**config.mk**
```make
export PLATFORM = sky130hd
export DESIGN_NAME = xor_link_host
export DESIGN_NICKNAME = d
export VERILOG_FILES = /design/src/rtl/xor_link_host.sv
export SDC_FILE = /design/constraint.sdc
export NUM_CORES = 2
export LEC_CHECK = 0
export CAP_MARGIN = 20
export CORE_AREA = 2 2 413 415
export CTS_BUF_LIST = sky130_fd_sc_hd__clkbuf_4
export CTS_CLUSTER_DIAMETER = 80
export CTS_CLUSTER_SIZE = 14
export DETAILED_ROUTE_END_ITERATION = 8
export DIE_AREA = 0 0 415 417
export PLACE_DENSITY = 0.57
export SETUP_SLACK_MARGIN = 0.2
export SLEW_MARGIN = 40
export SYNTH_ARGS = -nofsm -noshare
export SYNTH_HDL_FRONTEND = slang
export SYNTH_SLANG_ARGS = --single-unit
```
**constraint.sdc**
```tcl
create_clock -name iClk -period 3 [get_ports iClk]
set_input_delay 0.3 -clock iClk [delete_from_list [all_inputs] [get_ports iClk]]
set_output_delay 0.3 -clock iClk [all_outputs]
set_load 0.01 [all_outputs]
```
**src/rtl/xor_link_host.sv**
```systemverilog
// Host-side endpoint of the XOR cipher serial link: shifts key and message out
// with load strobes, then collects the framed ciphertext back into a word.
module xor_link_host #(
  parameter int KEY_SIZE = 32,
  parameter int MSG_SIZE = 512,
  parameter int TIMEOUT  = 4096
) (
  input  logic                iClk,
  input  logic                iRst,
  input  logic                iStart,
  input  logic [KEY_SIZE-1:0] iKey,
  input  logic [MSG_SIZE-1:0] iMessage,
  input  logic                iSerial_out,
  input  logic                iSerial_start,
  input  logic                iSerial_end,
  output logic                oSerial_in,
  output logic                oLoad_key,
  output logic                oLoad_msg,
  output logic                oBusy,
  output logic [MSG_SIZE-1:0] oCiphertext,
  output logic                oDone,
  output logic                oError
);

  // The bit counter is shared by key, message and receive phases (KEY_SIZE <= MSG_SIZE).
  localparam int CW = $clog2(MSG_SIZE) + 1;
  localparam int TW = $clog2(TIMEOUT) + 1;

  localparam logic [CW-1:0] KEY_LAST = CW'(KEY_SIZE - 1);
  localparam logic [CW-1:0] MSG_LAST = CW'(MSG_SIZE - 1);
  localparam logic [CW-1:0] MSG_FULL = CW'(MSG_SIZE);
  localparam logic [TW-1:0] TMO_LAST = TW'(TIMEOUT - 1);
  localparam logic          ONE_BIT_FRAME = (MSG_SIZE == 1);

  typedef enum logic [2:0] {
    S_IDLE,
    S_SEND_KEY,
    S_GAP,
    S_SEND_MSG,
    S_WAIT_RX,
    S_RECV,
    S_DONE
  } state_t;

  state_t              r_state;
  logic [KEY_SIZE-1:0] r_key;
  logic [MSG_SIZE-1:0] r_msg;
  logic [MSG_SIZE-1:0] r_cipher;
  logic [CW-1:0]       r_bitCnt;
  logic [TW-1:0]       r_tmoCnt;
  logic                r_serialIn;
  logic                r_loadKey;
  logic                r_loadMsg;
  logic                r_busy;
  logic                r_done;
  logic                r_error;

  logic [CW-1:0]       w_rxNext;

  assign w_rxNext = r_bitCnt + CW'(1);

  always_ff @(posedge iClk) begin
    if (iRst) begin
      r_state    <= S_IDLE;
      r_key      <= '0;
      r_msg      <= '0;
      r_cipher   <= '0;
      r_bitCnt   <= '0;
      r_tmoCnt   <= '0;
      r_serialIn <= 1'b0;
      r_loadKey  <= 1'b0;
      r_loadMsg  <= 1'b0;
      r_busy     <= 1'b0;
      r_done     <= 1'b0;
      r_error    <= 1'b0;
    end else begin
      r_done <= 1'b0;
      case (r_state)
        S_IDLE: begin
          r_serialIn <= 1'b0;
          r_loadKey  <= 1'b0;
          r_loadMsg  <= 1'b0;
          if (iStart) begin
            r_key    <= iKey;
            r_msg    <= iMessage;
            r_cipher <= '0;
            r_bitCnt <= '0;
            r_error  <= 1'b0;
            r_busy   <= 1'b1;
            r_state  <= S_SEND_KEY;
          end
        end

        S_SEND_KEY: begin
          r_loadKey  <= 1'b1;
          r_serialIn <= r_key[KEY_SIZE-1];
          r_key      <= r_key << 1;
          if (r_bitCnt == KEY_LAST) begin
            r_bitCnt <= '0;
            r_state  <= S_GAP;
          end else begin
            r_bitCnt <= r_bitCnt + CW'(1);
          end
        end

        S_GAP: begin
          r_loadKey  <= 1'b0;
          r_serialIn <= 1'b0;
          r_state    <= S_SEND_MSG;
        end

        S_SEND_MSG: begin
          r_loadMsg  <= 1'b1;
          r_serialIn <= r_msg[MSG_SIZE-1];
          r_msg      <= r_msg << 1;
          if (r_bitCnt == MSG_LAST) begin
            r_bitCnt <= '0;
            r_tmoCnt <= '0;
            r_state  <= S_WAIT_RX;
          end else begin
            r_bitCnt <= r_bitCnt + CW'(1);
          end
        end

        // A start bit may also carry the end flag; that frame is judged right here.
        S_WAIT_RX: begin
          r_loadMsg  <= 1'b0;
          r_serialIn <= 1'b0;
          if (iSerial_start) begin
            r_cipher <= {r_cipher[MSG_SIZE-2:0], iSerial_out};
            r_bitCnt <= CW'(1);
            if (iSerial_end) begin
              r_error <= !ONE_BIT_FRAME;
              r_done  <= 1'b1;
              r_state <= S_DONE;
            end else begin
              r_state <= S_RECV;
            end
          end else if (r_tmoCnt == TMO_LAST) begin
            r_error <= 1'b1;
            r_done  <= 1'b1;
            r_state <= S_DONE;
          end else begin
            r_tmoCnt <= r_tmoCnt + TW'(1);
          end
        end

        // Ends on the end flag or when the word is full; only both together is clean.
        S_RECV: begin
          r_cipher <= {r_cipher[MSG_SIZE-2:0], iSerial_out};
          r_bitCnt <= w_rxNext;
          if (iSerial_end || (w_rxNext == MSG_FULL)) begin
            r_error <= !(iSerial_end && (w_rxNext == MSG_FULL));
            r_done  <= 1'b1;
            r_state <= S_DONE;
          end
        end

        S_DONE: begin
          r_busy  <= 1'b0;
          r_state <= S_IDLE;
        end

        default: begin
          r_busy  <= 1'b0;
          r_state <= S_IDLE;
        end
      endcase
    end
  end

  assign oSerial_in  = r_serialIn;
  assign oLoad_key   = r_loadKey;
  assign oLoad_msg   = r_loadMsg;
  assign oBusy       = r_busy;
  assign oCiphertext = r_cipher;
  assign oDone       = r_done;
  assign oError      = r_error;

endmodule

```
==> results.py <==
metrics = {
    "run_status": {
        "outcome": "completed",
    },
    "worst_setup_path": {
        "crit_type": "flop to output pin",
        "cp.arrival_ps": 2270,
        "endpoint_kind": "output pin",
        "cp_slowest_cell": "clkdlybuf4s50_1",
        "cpLargestDelayFamily": "buffers and inverters",
        "worstPathCellList": "clkdlybuf4s50_1",
        "worst-path-buf-inv": 1,
        "rrSetupSlack_ps": 440,
        "crit_fanout": 3,
        "required_ps": 2700,
        "critPathLaunchType": "flop",
        "crit_path_max_incr_delay_ps": 620,
    },
    "placed_design": {
        "gp_congestion": 0.887,
        "placedCellCount": 8344,
        "port_buffers": 1067,
        "placed_cell_area_mm2": 0.0551,
        "dp_hpwl_mm": 107,
        "dp_slack_ps": 440,
    },
    "pwr": {
        "intPower_uw": 30200,
        "leakage_uw": 0.0232,
        "cellPowerDensity_mw_per_mm2": 801,
        "seq_power_share": 0.459,
        "swShare": 0.388,
        "combPwrFrac": 0.404,
        "power.switching_uw": 19200,
        "p_clk_frac": 0.137,
        "ir_drop_mv": 0.495,
    },
    "drt": {
        "final_antenna_net_count": 0,
        "drt_pass1_iterations": 5,
        "vias": 42700,
        "wl_per_cell_um": 17.5,
        "wl_mm": 158,
        "drc": 0,
        "viasPerCell": 4.72,
        "drt_iter0_drc": 3075,
    },
    "cells_and_area": {
        "area_growth_syn_to_layout_pct": 46.3,
        "fillers": 17400,
        "drive_gt1_frac": 0.0358,
        "fin_nets": 7322,
        "stdcell_area_mm2": 0.0616,
        "final_core_util": 0.365,
        "finalNonFillerCells": 9033,
        "final_cell_mix": "nor2_1, dfxtp_1, clkdlybuf4s50_1, nand2_1, dlygate4sd3_1",
        "final_common_cell": "nor2_1",
    },
    "clock_tree": {
        "clk_latency_ps": 1130,
        "cts_buffer_depth": 3,
        "cts_tree": "yes",
        "cts_buffers": 92,
        "cts_root_buf": "clkbuf_4",
        "h-tree-depth": 3,
        "cts_sinks": 1088,
        "clk_pin_slew_ps": 150,
    },
    "floorplanning": {
        "fp.dieH_um": 417,
        "initial_utilization": 0.250,
        "dieArea_mm2": 0.173,
        "die_x_um": 415,
        "ioPinCount": 1068,
        "coreArea_mm2": 0.169,
        "rows": 151,
    },
    "logic_synthesis": {
        "synth_cell_types": 53,
        "synth-seq-cells": 1088,
        "syn_area_mm2": 0.0421,
        "netlist_instances": 5438,
        "yosys_warnings": 0,
        "seq_area_frac_synth": 0.517,
        "ys_top_cells_by_area": "dfxtp_1, nor2_1, a311oi_1, nand2_1, a21oi_1",
        "yosysTopAreaCellShare": 0.517,
        "post-synth-top-area-cell": "dfxtp_1",
        "synth.avg_cell_area_um2": 7.74,
        "syn_nets": 5990,
    },
    "sta": {
        "fin_ws_ps": 433,
        "slew_viol_final": 0,
        "finalSetupViolations": 0,
        "hold_violations": 0,
        "relSlewSlack": 0.396,
        "rsz0062_at_grt": "false",
        "period_share": 0.856,
        "fmax_mhz": 390,
        "tns_ps": 0,
        "skew_ps": 95.8,
        "min_period_ps": 2570,
        "tightestPinTransition_ps": 906,
    },
    "global_route": {
        "grt_pass1_wl_mm": 240,
        "antenna_found_initial": 35,
        "grt_pass1_vias": 41000,
        "gr-total-overflow": 0,
        "grt_start_max_net_pins": 193,
        "grt_usage": 0.173,
    },
    "job": {
        "cap_violations": 0,
    },
    "hold_path": {
        "hold_class": "primary input to flop",
    },
}
==> power by group through the flow <==
stage	combinational, uW	sequential, uW	clock, uW
6_report	19900	22600	6740
2_1_floorplan	10200	22900	0
4_1_cts	20000	22600	7150
5_1_grt	22100	23200	7630
3_3_place_gp	19000	22800	0
3_5_place_dp	19200	22900	0
==> cells in the mapped netlist (all sizes together) <==
master	number
a211o	1
a211oi	32
a21o	1
a21oi	533
a311oi	518
a31o	1
a31oi	3
a41oi	1
and2	3
and3	2
and4	2
and4b	1
buf	65
clkbuf	421
dfxtp	1088
ha	2
inv	3
mux2	2
mux2i	35
nand2	1044
nand2b	6
nand3	11
nand3b	3
nand4	7
nor2	1596
nor2b	3
nor3	8
nor3b	2
nor4	3
nor4b	1
o211ai	3
o21a	1
o21ai	12
o221a	1
o22ai	1
o2bb2ai	2
o31ai	1
or2	2
or3	5
or3b	2
xnor2	5
xor2	5
==> cells by family (layout without fill, tap and decap cells) <==
family,Yosys count,in the layout,share of synthesized area
compound gates,1111,1111,0.182
xor+xnor,10,10,0.00208
fa+ha+maj,2,2,0.000594
buf+inv,489,1840,0.0445
flops,1088,1088,0.517
mux,37,37,0.00886
other cells,0,26,0
simple gates,2701,2701,0.245
==> path summary, 6_finish.rpt <==
| kind | startpoint | endpoint | cells past startpoint |
|---|---|---|---|
| worst min-delay path | iStart | oError | 5 |
| worst min register to register | r_msg[147] | r_msg[148] | 2 |
| worst max register to register | r_bitCnt[0] | r_tmoCnt[10] | 7 |
| worst max-delay path | oCiphertext[8] | oCiphertext[8] | 1 |
==> final cells by class <==
cell class	count	area [um2]	area share
Antenna cell	26	65.1	0.00106
Clock buffer	92	691	0.0112
Clock inverter	21	226	0.00368
Inverter	3	11.3	0.000183
Timing Repair Buffer	1724	17500	0.285
Sequential cell	1088	21800	0.354
Multi-Input combinational cell	3861	18500	0.300
Tap cell	2218	2780	0.0451
==> routing by layer <==
metal,vias up,GRT usage,wire [um]
li1,21000,-,-
met1,20100,0.206,65200
met2,1235,0.297,76700
met3,297,0.0467,11200
met4,16,0.0650,5250
met5,-,0,120
==> through the flow <==
step                      total power (uW)  hold WS [ps]
after global placement               41800           460
after detailed placement             42100           466
final                                49300           278
after global routing                 52900           173
after CTS                            49700          4.03
after floorplan                      33100           436
==> timing repair <==
| item | 4_1_cts | 5_1_grt |
|---|---|---|
| hold endpoints to repair | 798 | 0 |
| buffers inserted | 0 | 0 |
| setup endpoints to repair | 8 | 0 |
| hold buffers | 549 | 0 |
| gates resized for setup | 8 | 0 |
==> state kept, by name (all words and copies together), names as in the netlist <==
register	cells
oBusy	1
oCiphertext	512
oDone	1
oError	1
oLoad_key	1
oLoad_msg	1
oSerial_in	1
r_bitCnt	10
r_key	32
r_msg	512
r_state	3
r_tmoCnt	13
Note: power is estimated with default switching activity, not from simulation.
